$ cat src/rtl/instr_fetch_unit_if.sv
// Fetch-unit bus bundle: instruction-memory req/ack port, decode-side head
// port and the branch redirect inputs.
interface instr_fetch_unit_if #(
  parameter int ADDR_W = 32,
  parameter int DATA_W = 32
);
  logic              imem_req;
  logic [ADDR_W-1:0] imem_addr;
  logic              imem_ack;
  logic [DATA_W-1:0] imem_rdata;
  logic              instr_valid;
  logic              instr_ready;
  logic [DATA_W-1:0] instr;
  logic [ADDR_W-1:0] instr_pc;
  logic [1:0]        instr_op;
  logic [5:0]        instr_funct;
  logic              redirect;
  logic [ADDR_W-1:0] redirect_pc;

  modport master (
    output imem_req, imem_addr, instr_valid, instr, instr_pc, instr_op, instr_funct,
    input  imem_ack, imem_rdata, instr_ready, redirect, redirect_pc
  );

  modport slave (
    input  imem_req, imem_addr, instr_valid, instr, instr_pc, instr_op, instr_funct,
    output imem_ack, imem_rdata, instr_ready, redirect, redirect_pc
  );
endinterface

$ cat src/rtl/instr_fetch_unit.sv
// Instruction fetch stage: one-outstanding imem requests, 2-entry {pc, word}
// queue feeding decode, flush-and-refetch on branch redirect.
//
// state   | meaning
// --------+-----------------------------------------------------------
// ST_IDLE | no request outstanding (queue full, or just out of reset)
// ST_WAIT | request for fetch_pc outstanding, ack data is kept
// ST_DROP | stale request outstanding after a redirect, ack data dropped
module instr_fetch_unit #(
  parameter int                ADDR_W   = 32,
  parameter int                DATA_W   = 32,
  parameter logic [ADDR_W-1:0] RESET_PC = '0
) (
  input logic                 clk,
  input logic                 rst_n,
  instr_fetch_unit_if.master  bus
);
  typedef enum logic [1:0] {ST_IDLE, ST_WAIT, ST_DROP} state_t;

  state_t            state;
  logic [ADDR_W-1:0] fetch_pc;
  logic [ADDR_W-1:0] pc_inc;
  logic [1:0]        count;
  logic [1:0]        cnt_after;
  logic              pop;
  logic              push;
  logic [ADDR_W-1:0] head_pc;
  logic [DATA_W-1:0] head_word;
  logic [ADDR_W-1:0] tail_pc;
  logic [DATA_W-1:0] tail_word;

  assign pop    = (count != 2'd0) && bus.instr_ready;
  assign push   = (state == ST_WAIT) && bus.imem_ack && !bus.redirect;
  assign pc_inc = fetch_pc + ADDR_W'(4);
  // A push only happens with count <= 1, so this never wraps past 2.
  assign cnt_after = count + 2'd1 - {1'b0, pop};

  assign bus.instr_valid = (count != 2'd0);
  assign bus.instr       = head_word;
  assign bus.instr_pc    = head_pc;
  assign bus.instr_op    = head_word[27:26];
  assign bus.instr_funct = head_word[25:20];

  // Fetch sequencing: request issue, PC advance and redirect handling.
  always_ff @(posedge clk or negedge rst_n) begin
    if (!rst_n) begin
      state         <= ST_IDLE;
      fetch_pc      <= RESET_PC;
      bus.imem_req  <= 1'b0;
      bus.imem_addr <= RESET_PC;
    end else begin
      case (state)
        ST_IDLE: begin
          if (bus.redirect) begin
            fetch_pc      <= bus.redirect_pc;
            bus.imem_req  <= 1'b1;
            bus.imem_addr <= bus.redirect_pc;
            state         <= ST_WAIT;
          end else if (count != 2'd2) begin
            bus.imem_req  <= 1'b1;
            bus.imem_addr <= fetch_pc;
            state         <= ST_WAIT;
          end
        end
        ST_WAIT: begin
          if (bus.redirect) begin
            fetch_pc <= bus.redirect_pc;
            if (bus.imem_ack) begin
              bus.imem_addr <= bus.redirect_pc;
            end else begin
              // Old address stays on the bus until memory answers.
              state <= ST_DROP;
            end
          end else if (bus.imem_ack) begin
            fetch_pc <= pc_inc;
            if (cnt_after < 2'd2) begin
              bus.imem_addr <= pc_inc;
            end else begin
              bus.imem_req <= 1'b0;
              state        <= ST_IDLE;
            end
          end
        end
        ST_DROP: begin
          if (bus.redirect) begin
            fetch_pc <= bus.redirect_pc;
            if (bus.imem_ack) begin
              bus.imem_addr <= bus.redirect_pc;
              state         <= ST_WAIT;
            end
          end else if (bus.imem_ack) begin
            bus.imem_addr <= fetch_pc;
            state         <= ST_WAIT;
          end
        end
        default: begin
          bus.imem_req <= 1'b0;
          state        <= ST_IDLE;
        end
      endcase
    end
  end

  // Two-slot queue; slot 0 is always the head presented to decode.
  always_ff @(posedge clk or negedge rst_n) begin
    if (!rst_n) begin
      count     <= 2'd0;
      head_pc   <= '0;
      head_word <= '0;
      tail_pc   <= '0;
      tail_word <= '0;
    end else if (bus.redirect) begin
      count <= 2'd0;
    end else begin
      case ({push, pop})
        2'b10: begin
          if (count == 2'd0) begin
            head_pc   <= fetch_pc;
            head_word <= bus.imem_rdata;
          end else begin
            tail_pc   <= fetch_pc;
            tail_word <= bus.imem_rdata;
          end
          count <= count + 2'd1;
        end
        2'b01: begin
          head_pc   <= tail_pc;
          head_word <= tail_word;
          count     <= count - 2'd1;
        end
        2'b11: begin
          if (count == 2'd1) begin
            head_pc   <= fetch_pc;
            head_word <= bus.imem_rdata;
          end else begin
            head_pc   <= tail_pc;
            head_word <= tail_word;
            tail_pc   <= fetch_pc;
            tail_word <= bus.imem_rdata;
          end
        end
        default: ;
      endcase
    end
  end
endmodule

$ cat src/flat_wrapper.sv
// flat-port wrapper written by rule: the top's interface ports become plain ports
module instr_fetch_unit_flat 
#(
  parameter int                ADDR_W   = 32,
  parameter int                DATA_W   = 32,
  parameter logic [ADDR_W-1:0] RESET_PC = '0
)
  (clk, rst_n, bus_imem_req, bus_imem_addr, bus_instr_valid, bus_instr, bus_instr_pc, bus_instr_op, bus_instr_funct, bus_imem_ack, bus_imem_rdata, bus_instr_ready, bus_redirect, bus_redirect_pc);
  instr_fetch_unit_if #(.ADDR_W(ADDR_W), .DATA_W(DATA_W)) bus_i ();
  input logic clk;
  input logic rst_n;
  output wire logic [$bits(bus_i.imem_req)-1:0] bus_imem_req;
  output wire logic [$bits(bus_i.imem_addr)-1:0] bus_imem_addr;
  output wire logic [$bits(bus_i.instr_valid)-1:0] bus_instr_valid;
  output wire logic [$bits(bus_i.instr)-1:0] bus_instr;
  output wire logic [$bits(bus_i.instr_pc)-1:0] bus_instr_pc;
  output wire logic [$bits(bus_i.instr_op)-1:0] bus_instr_op;
  output wire logic [$bits(bus_i.instr_funct)-1:0] bus_instr_funct;
  input wire logic [$bits(bus_i.imem_ack)-1:0] bus_imem_ack;
  input wire logic [$bits(bus_i.imem_rdata)-1:0] bus_imem_rdata;
  input wire logic [$bits(bus_i.instr_ready)-1:0] bus_instr_ready;
  input wire logic [$bits(bus_i.redirect)-1:0] bus_redirect;
  input wire logic [$bits(bus_i.redirect_pc)-1:0] bus_redirect_pc;
  assign bus_imem_req = bus_i.imem_req;
  assign bus_imem_addr = bus_i.imem_addr;
  assign bus_instr_valid = bus_i.instr_valid;
  assign bus_instr = bus_i.instr;
  assign bus_instr_pc = bus_i.instr_pc;
  assign bus_instr_op = bus_i.instr_op;
  assign bus_instr_funct = bus_i.instr_funct;
  assign bus_i.imem_ack = bus_imem_ack;
  assign bus_i.imem_rdata = bus_imem_rdata;
  assign bus_i.instr_ready = bus_instr_ready;
  assign bus_i.redirect = bus_redirect;
  assign bus_i.redirect_pc = bus_redirect_pc;
  instr_fetch_unit #(.ADDR_W(ADDR_W), .DATA_W(DATA_W), .RESET_PC(RESET_PC)) u_core (.clk(clk), .rst_n(rst_n), .bus(bus_i));
endmodule
$ cat config.mk
export PLATFORM = sky130hd
export DESIGN_NAME = instr_fetch_unit_flat
export DESIGN_NICKNAME = d
export VERILOG_FILES = /design/src/rtl/instr_fetch_unit_if.sv /design/src/rtl/instr_fetch_unit.sv /design/src/flat_wrapper.sv
export SDC_FILE = /design/constraint.sdc
export NUM_CORES = 1
export LEC_CHECK = 0
export ABC_CLOCK_PERIOD_IN_PS = 5700
export BUFFER_PORTS_ARGS = -buffer_cell sky130_fd_sc_hd__clkbuf_2
export CAP_MARGIN = 20
export CORE_MARGIN = 10
export CORE_UTILIZATION = 60
export DETAILED_ROUTE_END_ITERATION = 8
export PLACE_DENSITY = 0.84
export SYNTH_ARGS = -nofsm -noshare
export SYNTH_HDL_FRONTEND = slang
export SYNTH_SLANG_ARGS = --single-unit
$ cat constraint.sdc
create_clock -name clk -period 5.7 [get_ports clk]
set_input_delay 0.57 -clock clk [delete_from_list [all_inputs] [get_ports clk]]
set_output_delay 0.57 -clock clk [all_outputs]
set_load 0.02 [all_outputs]
Word-level counts from Yosys, hierarchy flattened --
Cells that the tools add are included.
Storage, ports and cells: flip-flop bits (word level) 197, input bits 69, output and inout port bits 106, word-level logic and storage cells 97
Cells by class: add/subtract/negate cells 4, $lt $le $gt $ge 1, eq/ne operators 21, mux-type cells 41, bitwise operators 2, reductions and logical operators 19
Operators by type and width (count):
- $mux W32 | 19
- $pmux W32 S3 | 3
- $pmux W32 S2 | 3
- $add A32 B3 Y32 const B | 1
- $mux W2 | 8
- $ne A3 B3 Y1 const B | 5
- $reduce_and A5 Y1 | 3
- $ne A2 B2 Y1 const B | 7
- $reduce_bool A3 Y1 | 3
- $eq A2 B1 Y1 const B | 3
- $eq A2 B2 Y1 const B | 3
- $pmux W2 S3 | 1
- $reduce_and A3 Y1 | 2
- $reduce_bool A2 Y1 | 3
- $mux W1 | 5
- $logic_not A2 Y1 | 2
- $ne A2 B1 Y1 const B | 2
- $pmux W2 S2 | 1
- $reduce_and A4 Y1 | 1
- $logic_and A1 B1 Y1 | 3
- $ne A3 B2 Y1 const B | 1
- $pmux W1 S3 | 1
- $add A2 B1 Y2 const B | 1
- $lt A2 B2 Y1 const B | 1
- 5 further kinds | 6

Depth between registers and ports, before layout --
Gate-level depths: netlist (run 1).
word-level depth 8, mapped depth 10, depth with buffers taken out 7

Worst setup path after synthesis (run 1) --
OpenSTA, ideal clock, no wires.
kind register -> register, start register u_core.count[0], end register u_core.bus.imem_addr[17], library setup time 126 ps, arrival time 1966 ps, required time 5574 ps, path slack 3608 ps, cell stages (with the launch flop) 9, buffers on the path 2, clock period less this slack 2092 ps, cell sequence dfrtp_1 > inv_1 > ha_1 > nand3b_1 > xnor2_1 > a211o_1 > clkbuf_1 > buf_2 > a221o_1
On the way: longest elaborated chain between the ends 6, elaborated cells on any way between the ends 9, those cells by class 2 x add/sub; 1 x order compare; 3 x eq/ne; 3 x reduce/logical
RTL lines:
- from (decl) | line instr_fetch_unit.sv:23 | logic [1:0] count;
- from (signal assigned) | line instr_fetch_unit.sv:124 | count <= count + 2'd1;
- from (signal assigned) | line instr_fetch_unit.sv:129 | count <= count - 2'd1;
- branches (longest 5 deep; another with $add A2 B1 Y2)
- $reduce_and A5 Y1 (no source line) (*)
- to (signal assigned) | line instr_fetch_unit.sv:77 | bus.imem_addr <= pc_inc;
- to (signal assigned) | line instr_fetch_unit.sv:88 | bus.imem_addr <= bus.redirect_pc;
- to (signal assigned) | line instr_fetch_unit.sv:92 | bus.imem_addr <= fetch_pc;
- to (decl) | line instr_fetch_unit_if.sv:21 | output imem_req, imem_addr, instr_valid, instr, instr_pc, instr_op, instr_funct,
Every way passes the cells marked *. A chain may end at the register's enable or synchronous reset.

Worst setup path after layout (run 1) --
start register u_core.state[1], end register u_core.head_word[5] (netlist: u_core.bus.instr[5])
On the way: longest elaborated chain between the ends 6, elaborated cells on any way between the ends 10, those cells by class 5 x eq/ne; 1 x mux; 4 x reduce/logical
RTL lines:
- from (decl) | line instr_fetch_unit.sv:20 | state_t state;
- from (signal assigned) | line instr_fetch_unit.sv:47 | state <= ST_IDLE;
- from (signal assigned) | line instr_fetch_unit.sv:58 | state <= ST_WAIT;
- from (signal assigned) | line instr_fetch_unit.sv:62 | state <= ST_WAIT;
- $eq A2 B1 Y1 (*) | line instr_fetch_unit.sv:33 | assign push = (state == ST_WAIT) && bus.imem_ack && !bus.redirect;
- $logic_and A1 B1 Y1 (*) (2 in a row) | line instr_fetch_unit.sv:33
- $eq A2 B2 Y1 or $eq A2 B1 Y1 (tied branches) | line instr_fetch_unit.sv:115 | case ({push, pop})
- $ne A2 B1 Y1 (no source line) or $reduce_bool A3 Y1 (tied branches)
- $reduce_and A3 Y1 (no source line)
- to (signal assigned) | line instr_fetch_unit.sv:119 | head_word <= bus.imem_rdata;
- to (signal assigned) | line instr_fetch_unit.sv:128 | head_word <= tail_word;
- to (signal assigned) | line instr_fetch_unit.sv:134 | head_word <= bus.imem_rdata;
- to (decl) | line instr_fetch_unit.sv:28 | logic [DATA_W-1:0] head_word;
Every way passes the cells marked *; elsewhere a longest branch is shown, timed or not.

==> impl_metrics.tcl, run 1 <==
set metrics [dict create \
    ant_nets 0 \
    synthToLayoutAreaGrowth_pct 12.6 \
    nFillCells 1404 \
    antenna_cells 0 \
    die_h_um 155 \
    cts_root_buf "clkbuf_16" \
    power_mw 7.98 \
    clock_skew_ns 0.00927 \
    clk_pin_slew_ns 0.07 \
    synth.ff_latch_count 197 \
    grt_max_degree 97 \
    critPathSlowestCell "a31o_4" \
    powerDensity_mw_per_mm2 648 \
    design_area_mm2 0.0123 \
    synth_ff_type "dfrtp_1" \
    min_path_type "in -> async" \
    synth_edf_count 0 \
    core-area_mm2 0.0180 \
    synth_area_leaders "dfrtp_1 45%, mux2i_1 9.1%, mux2_2 8.0%" \
    cts_buffer_depth 2 \
    path_cells "inv_1, ha_1, nor2b_2, buf_4, a31o_4, buf_4, mux2i_1, a21oi_1" \
    grt_setup_unrepaired "false" \
    grt.total_usage 0.252 \
    post-synth-top-count-cell "dfrtp_1" \
    path_max_fanout 44 \
    io_pins 175 \
    route.vias.total 9726 \
    synthesis.instances 1130 \
    ys_seq_area_frac 0.451 \
    worstSetupStartpointType "flip-flop" \
    grt_pass1_wl_um 49700 \
    io_buffers 174 \
    min_period_ns 3.74 \
    critical_path_required_ns 5.98 \
    clock_sinks 197 \
    wire_per_inst_um 21.4 \
    hold_viol_final 0 \
    synth.top_cell.area_share 0.451 \
    synth.distinct_cells 70 \
    syn-cell-area_mm2 0.0109 \
    tightest_slew_ns 0.988 \
    reg2reg_from "u_core.state[1]" \
    cts_resized 0 \
    antenna_found_initial 0 \
    clk_latency_ns 0.44 \
    tns_ns 0 \
    dieArea_mm2 0.0240 \
    dpl_worst_slack_ns 2.11 \
    rrSetupSlack_ns 1.96 \
    worst_r2r_path_depth 8 \
    seqCellArea_mm2 0.00493 \
    synth.avg_cell_area_um2 9.68 \
    die_w_um 155 \
    synthTopCellsByCount "197 x dfrtp_1, 119 x a21oi_1, 106 x nor2_1" \
    setup_ws_ns 1.96 \
    critPathMaxStageDelay_ns 0.80 \
    drt_wl_total_um 31500 \
    drv_slew 0 \
    grt_pass1_vias 9395 \
    cap_violations 0 \
    synthArstFlopShare 1.00 \
    worst_ir_drop_vdd_mv 0.377 \
    yosysWarningCount 0 \
    htree_levels 4 \
    post_cts_buffers 0 \
    p_leak_nw 5.67 \
    rr_endpoint "u_core.bus.instr[5]" \
    start_util 0.609 \
    dr.pass1.iters 7 \
    rows 49 \
    fin_util 0.686 \
    grt-ovfl-total 0 \
    yosysTopAreaCell "dfrtp_1" \
    maxSlewHeadroom 0.341 \
    setup_viol 0 \
    multi_input_area_mm2 0.00550 \
    hpwl_um 20900 \
    routed_via_density 6.63 \
    final_nets 1303 \
    cts_tree "built" \
    place_area_mm2 0.0118 \
    syn_nets 1207 \
    drc 0 \
    cp_common_cell "buf_4" \
    fmax_mhz 268 \
    critPathKind "reg -> reg" \
    drt_iter0_drc 1115 \
    end_kind "flip-flop" \
    numCtsBuffers 17 \
    critPathArrivalTime_ns 4.01 \
    place.gp.congestion 0.940 \
    status "complete, no violations" \
    finalCritPeriodShare 0.655 \
    drive_gt1_frac 0.257 \
    hold_buffers 0 \
]
cell type report:
| type | count | area share |
|---|---|---|
| inverters | 12 | 0.00366 |
| well taps | 229 | 0.0233 |
| clock buffers | 19 | 0.0351 |
| repair buffers | 192 | 0.0824 |
| clock inverters | 13 | 0.00934 |
| flip-flops and latches | 197 | 0.400 |
| multi-input cells | 806 | 0.446 |
worst max-delay path: cells and delay by family (launching register included):
| family | cells | cell delay, ns |
|---|---|---|
| AO/OA/AOI/OAI | 2 | 0.90 |
| buffers and inverters | 3 | 0.84 |
| adder cells (fa/ha/maj) | 1 | 0.59 |
| AND/OR/NAND/NOR | 1 | 0.54 |
| flip-flops | 1 | 0.42 |
| multiplexers | 1 | 0.24 |
report_power, final:
group | leakage (nW) | internal (mW) | switching [mW]
sequential | 2.31 | 2.11 | 0.728
clock | 0.265 | 0.574 | 0.564
combinational | 3.09 | 1.52 | 2.48
total | 5.67 | 4.21 | 3.77
worst max path at each step:
stage / end / from / slack (ns) / cells past startpoint
finish: u_core.bus.instr[5] / u_core.state[1] / 1.96 / 8
global placement: u_core.bus.instr[2] / u_core.state[1] / 2.26 / 8
global route: u_core.bus.instr[5] / u_core.state[1] / 1.81 / 8
CTS: u_core.bus.instr[5] / u_core.state[1] / 2.07 / 8
detailed placement: u_core.bus.instr[14] / u_core.state[1] / 2.11 / 8
floorplan: u_core.bus.imem_addr[17] / u_core.count[0] / 3.61 / 8
layer usage:
layer | global-route usage | up-vias | wire length [um]
met5 | 0 | - | 0
met4 | 0.101 | 0 | 1010
met3 | 0.0656 | 108 | 3350
met2 | 0.393 | 610 | 14500
met1 | 0.328 | 4698 | 12600
li1 | - | 4310 | -
stage by stage:
stage / hold slack, ns / instances
floorplan: 0.274 / 1130
global placement: 0.461 / 1436
detailed placement: 0.470 / 1436
CTS: 0.233 / 1468
global route: 0.253 / 1468
finish: 0.197 / 1468
state kept, by name, indices dropped and copies added (netlist names), 2 cells and up:
signal and cells:
u_core.bus.instr_pc 32, u_core.tail_word 32, u_core.bus.instr 32, u_core.state 2, u_core.bus.imem_addr 32, u_core.tail_pc 32, u_core.fetch_pc 32, u_core.count 2
kinds of logic after synthesis:
| group | after synthesis | share of synthesized area |
|---|---|---|
| AND/OR/NAND/NOR | 295 | 0.132 |
| flip-flops | 197 | 0.451 |
| multiplexers | 178 | 0.172 |
| adder cells (fa/ha/maj) | 8 | 0.00915 |
| XOR/XNOR | 6 | 0.00480 |
| buffers and inverters | 127 | 0.0521 |
| AO/OA/AOI/OAI | 319 | 0.180 |
layout by cell type (no fill, tap or decap), drive strengths merged, types with 9 or more instances in the layout:
| cell type | synthesis | routed |
|---|---|---|
| a211oi | 11 | 11 |
| a21oi | 119 | 119 |
| a2bb2oi | 12 | 12 |
| a31oi | 14 | 14 |
| buf | 57 | 18 |
| clkbuf | 58 | 193 |
| dfrtp | 197 | 197 |
| inv | 12 | 19 |
| mux2 | 78 | 78 |
| mux2i | 100 | 100 |
| nand2 | 71 | 71 |
| nand2b | 10 | 10 |
| nand3 | 20 | 20 |
| nand4 | 21 | 21 |
| nor2 | 108 | 108 |
| nor3 | 19 | 19 |
| nor4 | 14 | 14 |
| o21ai | 74 | 74 |
| o221ai | 9 | 9 |
| o22ai | 12 | 12 |
Note: power is estimated with default switching activity, not from simulation.
==> run 2, diff against run 1 <==
--- a/config.mk
+++ b/config.mk
@@ -5,13 +5,14 @@
 export SDC_FILE = /design/constraint.sdc
 export NUM_CORES = 1
 export LEC_CHECK = 0
-export ABC_CLOCK_PERIOD_IN_PS = 5700
+export ABC_AREA = 1
+export ABC_CLOCK_PERIOD_IN_PS = 3400
 export BUFFER_PORTS_ARGS = -buffer_cell sky130_fd_sc_hd__clkbuf_2
 export CAP_MARGIN = 20
 export CORE_MARGIN = 10
-export CORE_UTILIZATION = 60
+export CORE_UTILIZATION = 52
 export DETAILED_ROUTE_END_ITERATION = 8
-export PLACE_DENSITY = 0.84
+export PLACE_DENSITY = 0.77
 export SYNTH_ARGS = -nofsm -noshare
 export SYNTH_HDL_FRONTEND = slang
 export SYNTH_SLANG_ARGS = --single-unit
==> constraint.sdc (replaced) <==
create_clock -name clk -period 3.4 [get_ports clk]
set_input_delay 0.34 -clock clk [delete_from_list [all_inputs] [get_ports clk]]
set_output_delay 0.34 -clock clk [all_outputs]
set_load 0.02 [all_outputs]
==> impl_metrics.tcl, run 2 <==
set metrics [dict create \
    status "complete, no violations" \
    ant_nets 0 \
    die_w_um 164 \
    hold_buffers 0 \
    yosysTopAreaCell "dfrtp_1" \
    finalCritPeriodShare 0.818 \
    clk_pin_slew_ns 0.08 \
    final_cell_mix "499 x nand2_1, 197 x dfrtp_1, 173 x clkbuf_2" \
    drive_gt1_frac 0.158 \
    core-area_mm2 0.0203 \
    ys_seq_area_frac 0.457 \
    fmax_mhz 360 \
    drc 0 \
    drt_iter0_drc 1376 \
    layout_commonest_cell "nand2_1" \
    clk_latency_ns 0.44 \
    place.gp.congestion 0.911 \
    worst_r2r_path_depth 9 \
    routed_via_density 5.56 \
    antenna_found_initial 0 \
    io_pins 175 \
    antenna_cells 0 \
    post_cts_buffers 0 \
    grt_setup_unrepaired "false" \
    hold_viol_final 0 \
    powerDensity_mw_per_mm2 1060 \
    synth.top_cell.area_share 0.457 \
    htree_levels 4 \
    critical_path_required_ns 3.70 \
    clock_skew_ns 0.0149 \
    route.vias.total 10500 \
    setup_viol 0 \
    drt_wl_total_um 31500 \
    start_util 0.531 \
    cts_tree "built" \
    final_nets 1685 \
    synthesis.instances 1492 \
    synth.distinct_cells 28 \
    io_buffers 174 \
    grt_pass1_vias 9973 \
    numCtsBuffers 17 \
    hpwl_um 22500 \
    nFillCells 1877 \
    drv_slew 0 \
    syn_nets 1569 \
    die_h_um 164 \
    post-synth-top-count-cell "nand2_1" \
    cts_resized 0 \
    cts_root_buf "clkbuf_16" \
    tightest_slew_ns 0.938 \
    clock_sinks 197 \
    synth_edf_count 0 \
    synthTopCellsByCount "502 x nand2_1, 197 x dfrtp_1, 127 x a21oi_1" \
    synth_ff_type "dfrtp_1" \
    critPathArrivalTime_ns 3.09 \
    power_mw 13.1 \
    synthArstFlopShare 1.00 \
    seqCellArea_mm2 0.00493 \
    synth_area_leaders "dfrtp_1 46%, nand2_1 17%, a21oi_1 5.9%" \
    min_period_ns 2.78 \
    p_leak_nw 6.49 \
    cap_violations 0 \
    worstSetupStartpointType "flip-flop" \
    grt.total_usage 0.232 \
    wire_per_inst_um 16.7 \
    min_path_type "in -> async" \
    yosysWarningCount 0 \
    grt-ovfl-total 0 \
    syn-cell-area_mm2 0.0108 \
    synth.ff_latch_count 197 \
    path_max_fanout 23 \
    cts_buffer_depth 2 \
    tns_ns 0 \
    grt_pass1_wl_um 51500 \
    multi_input_area_mm2 0.00500 \
    synthToLayoutAreaGrowth_pct 14.4 \
    maxSlewHeadroom 0.374 \
    rows 52 \
    synth.avg_cell_area_um2 7.23 \
    worst_ir_drop_vdd_mv 0.814 \
    critPathKind "reg -> reg" \
    end_kind "flip-flop" \
    dieArea_mm2 0.0269 \
    dr.pass1.iters 6 \
    grt_max_degree 110 \
]
-- run 2: cell types whose count changed in the layout (fill, tap and decap cells not counted), sizes merged, moves of 11 or more --
cell,before,now
mux2,78,0
a31oi,14,0
nand2,71,503
nor3,19,0
nand3,20,69
inv,19,113
nor4,14,0
mux2i,100,0
nand4,21,2
o21ai,74,181
a21oi,119,143
a2bb2oi,12,0
a211oi,11,0
-- run 2: cell families (layout without fill, tap and decap cells) --
logic type,after synthesis,count (layout),share of synthesized area
flip-flops,197,197,0.457
AO/OA/AOI/OAI,377,377,0.193
buffers and inverters,208,336,0.0812
XOR/XNOR,12,12,0.00975
AND/OR/NAND/NOR,690,690,0.250
adder cells (fa/ha/maj),8,8,0.00928
-- run 2: layout make-up --
class	instances	share of cell area
clock inverters	12	0.0100
clock buffers	19	0.0359
repair buffers	194	0.0876
multi-input cells	1087	0.405
inverters	111	0.0338
flip-flops and latches	197	0.400
well taps	270	0.0274
-- run 2: worst max-delay path: stages (launching register included) --
cell and delay, ns:
dfrtp_1 0.44, inv_1 0.11, ha_1 0.29, inv_2 0.11, nand2_1 0.19, nor2_1 0.09, inv_1 0.70, o2111ai_1 0.44
nor2_1 0.22, a21oi_1 0.06
-- run 2: per-layer routing --
layer / track usage / up-vias / share of wire
met2: 0.335 / 553 / 0.43
li1: - / 5076 / -
met5: 0 / - / 0
met3: 0.0598 / 46 / 0.10
met4: 0.0707 / 0 / 0.018
met1: 0.335 / 4834 / 0.45
-- run 2: path summary, 6_finish.rpt --
kind                                          from                      end  slack [ns]
min in group clk                bus_imem_rdata[31]     u_core.tail_word[31]        0.18
max                                u_core.state[0]       u_core.fetch_pc[0]        0.62
min reg2reg                u_core.bus.instr_pc[12]  u_core.bus.instr_pc[12]        0.48
min                                          rst_n      u_core.bus.instr[2]        0.02
max in group asynchronous                    rst_n       u_core.tail_pc[12]        2.48
max reg2reg                        u_core.state[0]       u_core.fetch_pc[0]        0.62
-- run 2: through the flow --
step | utilization | setup slack (ns) | hold WS, ns | instance area, um^2 | cells
2_1_floorplan | - | 1.56 | 0.0444 | 10800 | 1492
3_3_place_gp | 0.580 | 0.844 | 0.461 | 11800 | 1859
5_1_grt | 0.607 | 0.447 | 0.0796 | 12300 | 1890
3_5_place_dp | 0.580 | 0.739 | 0.466 | 11800 | 1859
6_report | 0.607 | 0.619 | 0.0214 | 12300 | 1890
4_1_cts | 0.607 | 0.712 | 0.0648 | 12300 | 1890
-- run 2: power breakdown --
| part | internal, mW | total [mW] | switching, mW |
|---|---|---|---|
| combinational | 2.13 | 6.70 | 4.56 |
| sequential | 3.52 | 4.41 | 0.890 |
| clock | 1.04 | 1.98 | 0.936 |
| total | 6.69 | 13.1 | 6.39 |
==> run 3, diff against run 2 <==
--- a/config.mk
+++ b/config.mk
@@ -5,8 +5,8 @@
 export SDC_FILE = /design/constraint.sdc
 export NUM_CORES = 1
 export LEC_CHECK = 0
-export ABC_AREA = 1
-export ABC_CLOCK_PERIOD_IN_PS = 3400
+export ABC_AREA = 0
+export ABC_CLOCK_PERIOD_IN_PS = 2450
 export BUFFER_PORTS_ARGS = -buffer_cell sky130_fd_sc_hd__clkbuf_2
 export CAP_MARGIN = 20
 export CORE_MARGIN = 10
==> constraint.sdc (replaced) <==
create_clock -name clk -period 2.45 [get_ports clk]
set_input_delay 0.245 -clock clk [delete_from_list [all_inputs] [get_ports clk]]
set_output_delay 0.245 -clock clk [all_outputs]
set_load 0.02 [all_outputs]
==> impl_metrics.tcl, run 3 (same netlist as run 1, synthesis figures left out) <==
set metrics [dict create \
    status "complete, no violations" \
    place.gp.congestion 0.943 \
    clk_latency_ns 0.44 \
    seqCellArea_mm2 0.00493 \
    grt_pass1_vias 9292 \
    final_nets 1345 \
    critPathSlowestCell "a211oi_4" \
    post_cts_buffers 0 \
    drv_slew 0 \
    power_frac_comb 0.522 \
    dp_cells 1523 \
    worstSetupStartpointType "flip-flop" \
    multi_input_area_mm2 0.00551 \
    path_max_fanout 25 \
    antenna_cells 0 \
    fmax_mhz 428 \
    worst_ir_drop_vdd_mv 0.902 \
    ant_nets 0 \
    path_cells "inv_1, ha_1, nor2b_2, buf_12, a211oi_4, buf_12, mux2i_1, a31oi_1" \
    die_h_um 165 \
    dpl_worst_slack_ns 0.0905 \
    p_int_mw 10.5 \
    setup_viol 0 \
    switching_share 0.456 \
    grt_setup_unrepaired "false" \
    critPathKind "reg -> reg" \
    clk_pin_slew_ns 0.08 \
    grt_pass1_wl_um 50100 \
    drc 0 \
    finalCritPeriodShare 0.953 \
    dieArea_mm2 0.0272 \
    dr.pass1.iters 6 \
    clkPwrFrac 0.149 \
    io_buffers 174 \
    drive_gt1_frac 0.283 \
    final_cell_mix "197 x dfrtp_1, 173 x clkbuf_2, 118 x a21oi_1" \
    seqPwrFrac 0.330 \
    clock_sinks 197 \
    htree_levels 4 \
    maxSlewHeadroom 0.533 \
    tns_ns 0 \
    rows 53 \
    core-area_mm2 0.0209 \
    end_kind "flip-flop" \
    cp_common_cell "buf_12" \
    grt-ovfl-total 0 \
    io_pins 175 \
    cts_buffer_depth 2 \
    grt.total_usage 0.231 \
    drt_iter0_drc 950 \
    min_period_ns 2.33 \
    cts_root_buf "clkbuf_16" \
    numCtsBuffers 17 \
    grt_max_degree 99 \
    route.vias.total 9559 \
    powerDensity_mw_per_mm2 1500 \
    cts_tree "built" \
    wire_per_inst_um 20.5 \
    drt_wl_total_um 32000 \
    critPathMaxStageDelay_ns 0.52 \
    hpwl_um 22600 \
    min_path_type "in -> reg" \
    p_sw_mw 8.81 \
    antenna_found_initial 0 \
    cap_violations 0 \
    tightest_slew_ns 0.700 \
    setup_ws_ns 0.116 \
    nFillCells 1800 \
    layout_commonest_cell "dfrtp_1" \
    die_w_um 165 \
    start_util 0.524 \
    p_leak_nw 5.96 \
    layout.cells.non_filler 1556 \
    critPathArrivalTime_ns 2.63 \
    synthToLayoutAreaGrowth_pct 17.8 \
    critical_path_required_ns 2.75 \
    fin_util 0.617 \
    routed_via_density 6.14 \
    clock_skew_ns 0.0110 \
    hold_viol_final 0 \
]
[run 3: cell count changes in the layout (fill, tap and decap cells not counted), sizes merged, moves of 12 or more]
| cell | before | now |
|---|---|---|
| nor3 | 0 | 19 |
| buf | 20 | 59 |
| a21oi | 143 | 119 |
| inv | 113 | 17 |
| mux2i | 0 | 100 |
| nand4 | 2 | 21 |
| a2bb2oi | 0 | 12 |
| nand2 | 503 | 71 |
| mux2 | 0 | 78 |
| o21ai | 181 | 74 |
| a31oi | 0 | 14 |
| nor4 | 0 | 14 |
| nand3 | 69 | 20 |
[run 3: per-layer routing]
| metal | vias to the layer above | share of wire | GRT usage |
|---|---|---|---|
| met1 | 4614 | 0.42 | 0.310 |
| li1 | 4413 | - | - |
| met4 | 0 | 0.025 | 0.0837 |
| met5 | - | 0 | 0 |
| met3 | 65 | 0.086 | 0.0441 |
| met2 | 467 | 0.47 | 0.367 |
[run 3: what timing repair did]
action	4_1_cts	5_1_grt
endpoints found under the hold margin	60	0
resized for setup	0	3
endpoints found under the setup margin	0	15
hold buffers	1	0
[run 3: stage by stage]
stage	power (mW)	hold WS, ns	instance area, um^2
after global routing	20.6	0.0509	12900
after floorplan	13.0	-0.0506	10900
after detailed placement	16.4	0.278	12300
after global placement	16.0	0.275	12300
final	19.3	0.0561	12900
after CTS	19.3	0.0419	12900
[run 3: final cells by class]
type                            instances  area share
Clock buffer                           17      0.0330
Clock inverter                         15      0.0133
Inverter                               12     0.00349
Multi-Input combinational cell        806       0.427
Sequential cell                       197       0.382
Tap cell                              275      0.0267
Timing Repair Buffer                  234       0.114
[run 3: path summary, 6_finish.rpt]
kind / slack (ns) / startpoint / end / depth (start not counted)
max: 0.12 / u_core.state[1] / u_core.bus.imem_addr[30] / 8
min: 0.06 / bus_imem_rdata[2] / u_core.tail_word[2] / 2
max reg2reg: 0.12 / u_core.state[1] / u_core.bus.imem_addr[30] / 8
min reg2reg: 0.49 / u_core.tail_pc[20] / u_core.tail_pc[20] / 2
max in group asynchronous: 1.36 / rst_n / u_core.fetch_pc[5] / 3
min in group asynchronous: 0.37 / rst_n / u_core.tail_word[10] / 2
[run 3: critical path, delay by kind of cell, from the launching register on]
kind	cells	cell delay (ns)
compound gates	2	0.58
buf+inv	3	0.51
simple gates	1	0.23
mux	1	0.21
flops	1	0.39
fa+ha+maj	1	0.25
[run 3: power by group through the flow]
stage	Combinational [mW]	Clock, mW	Sequential (mW)
finish	10.1	2.87	6.36
global route	11.0	3.08	6.57
CTS	10.0	2.93	6.33
detailed placement	9.98	0	6.38
global placement	9.72	0	6.29
floorplan	6.25	0	6.73
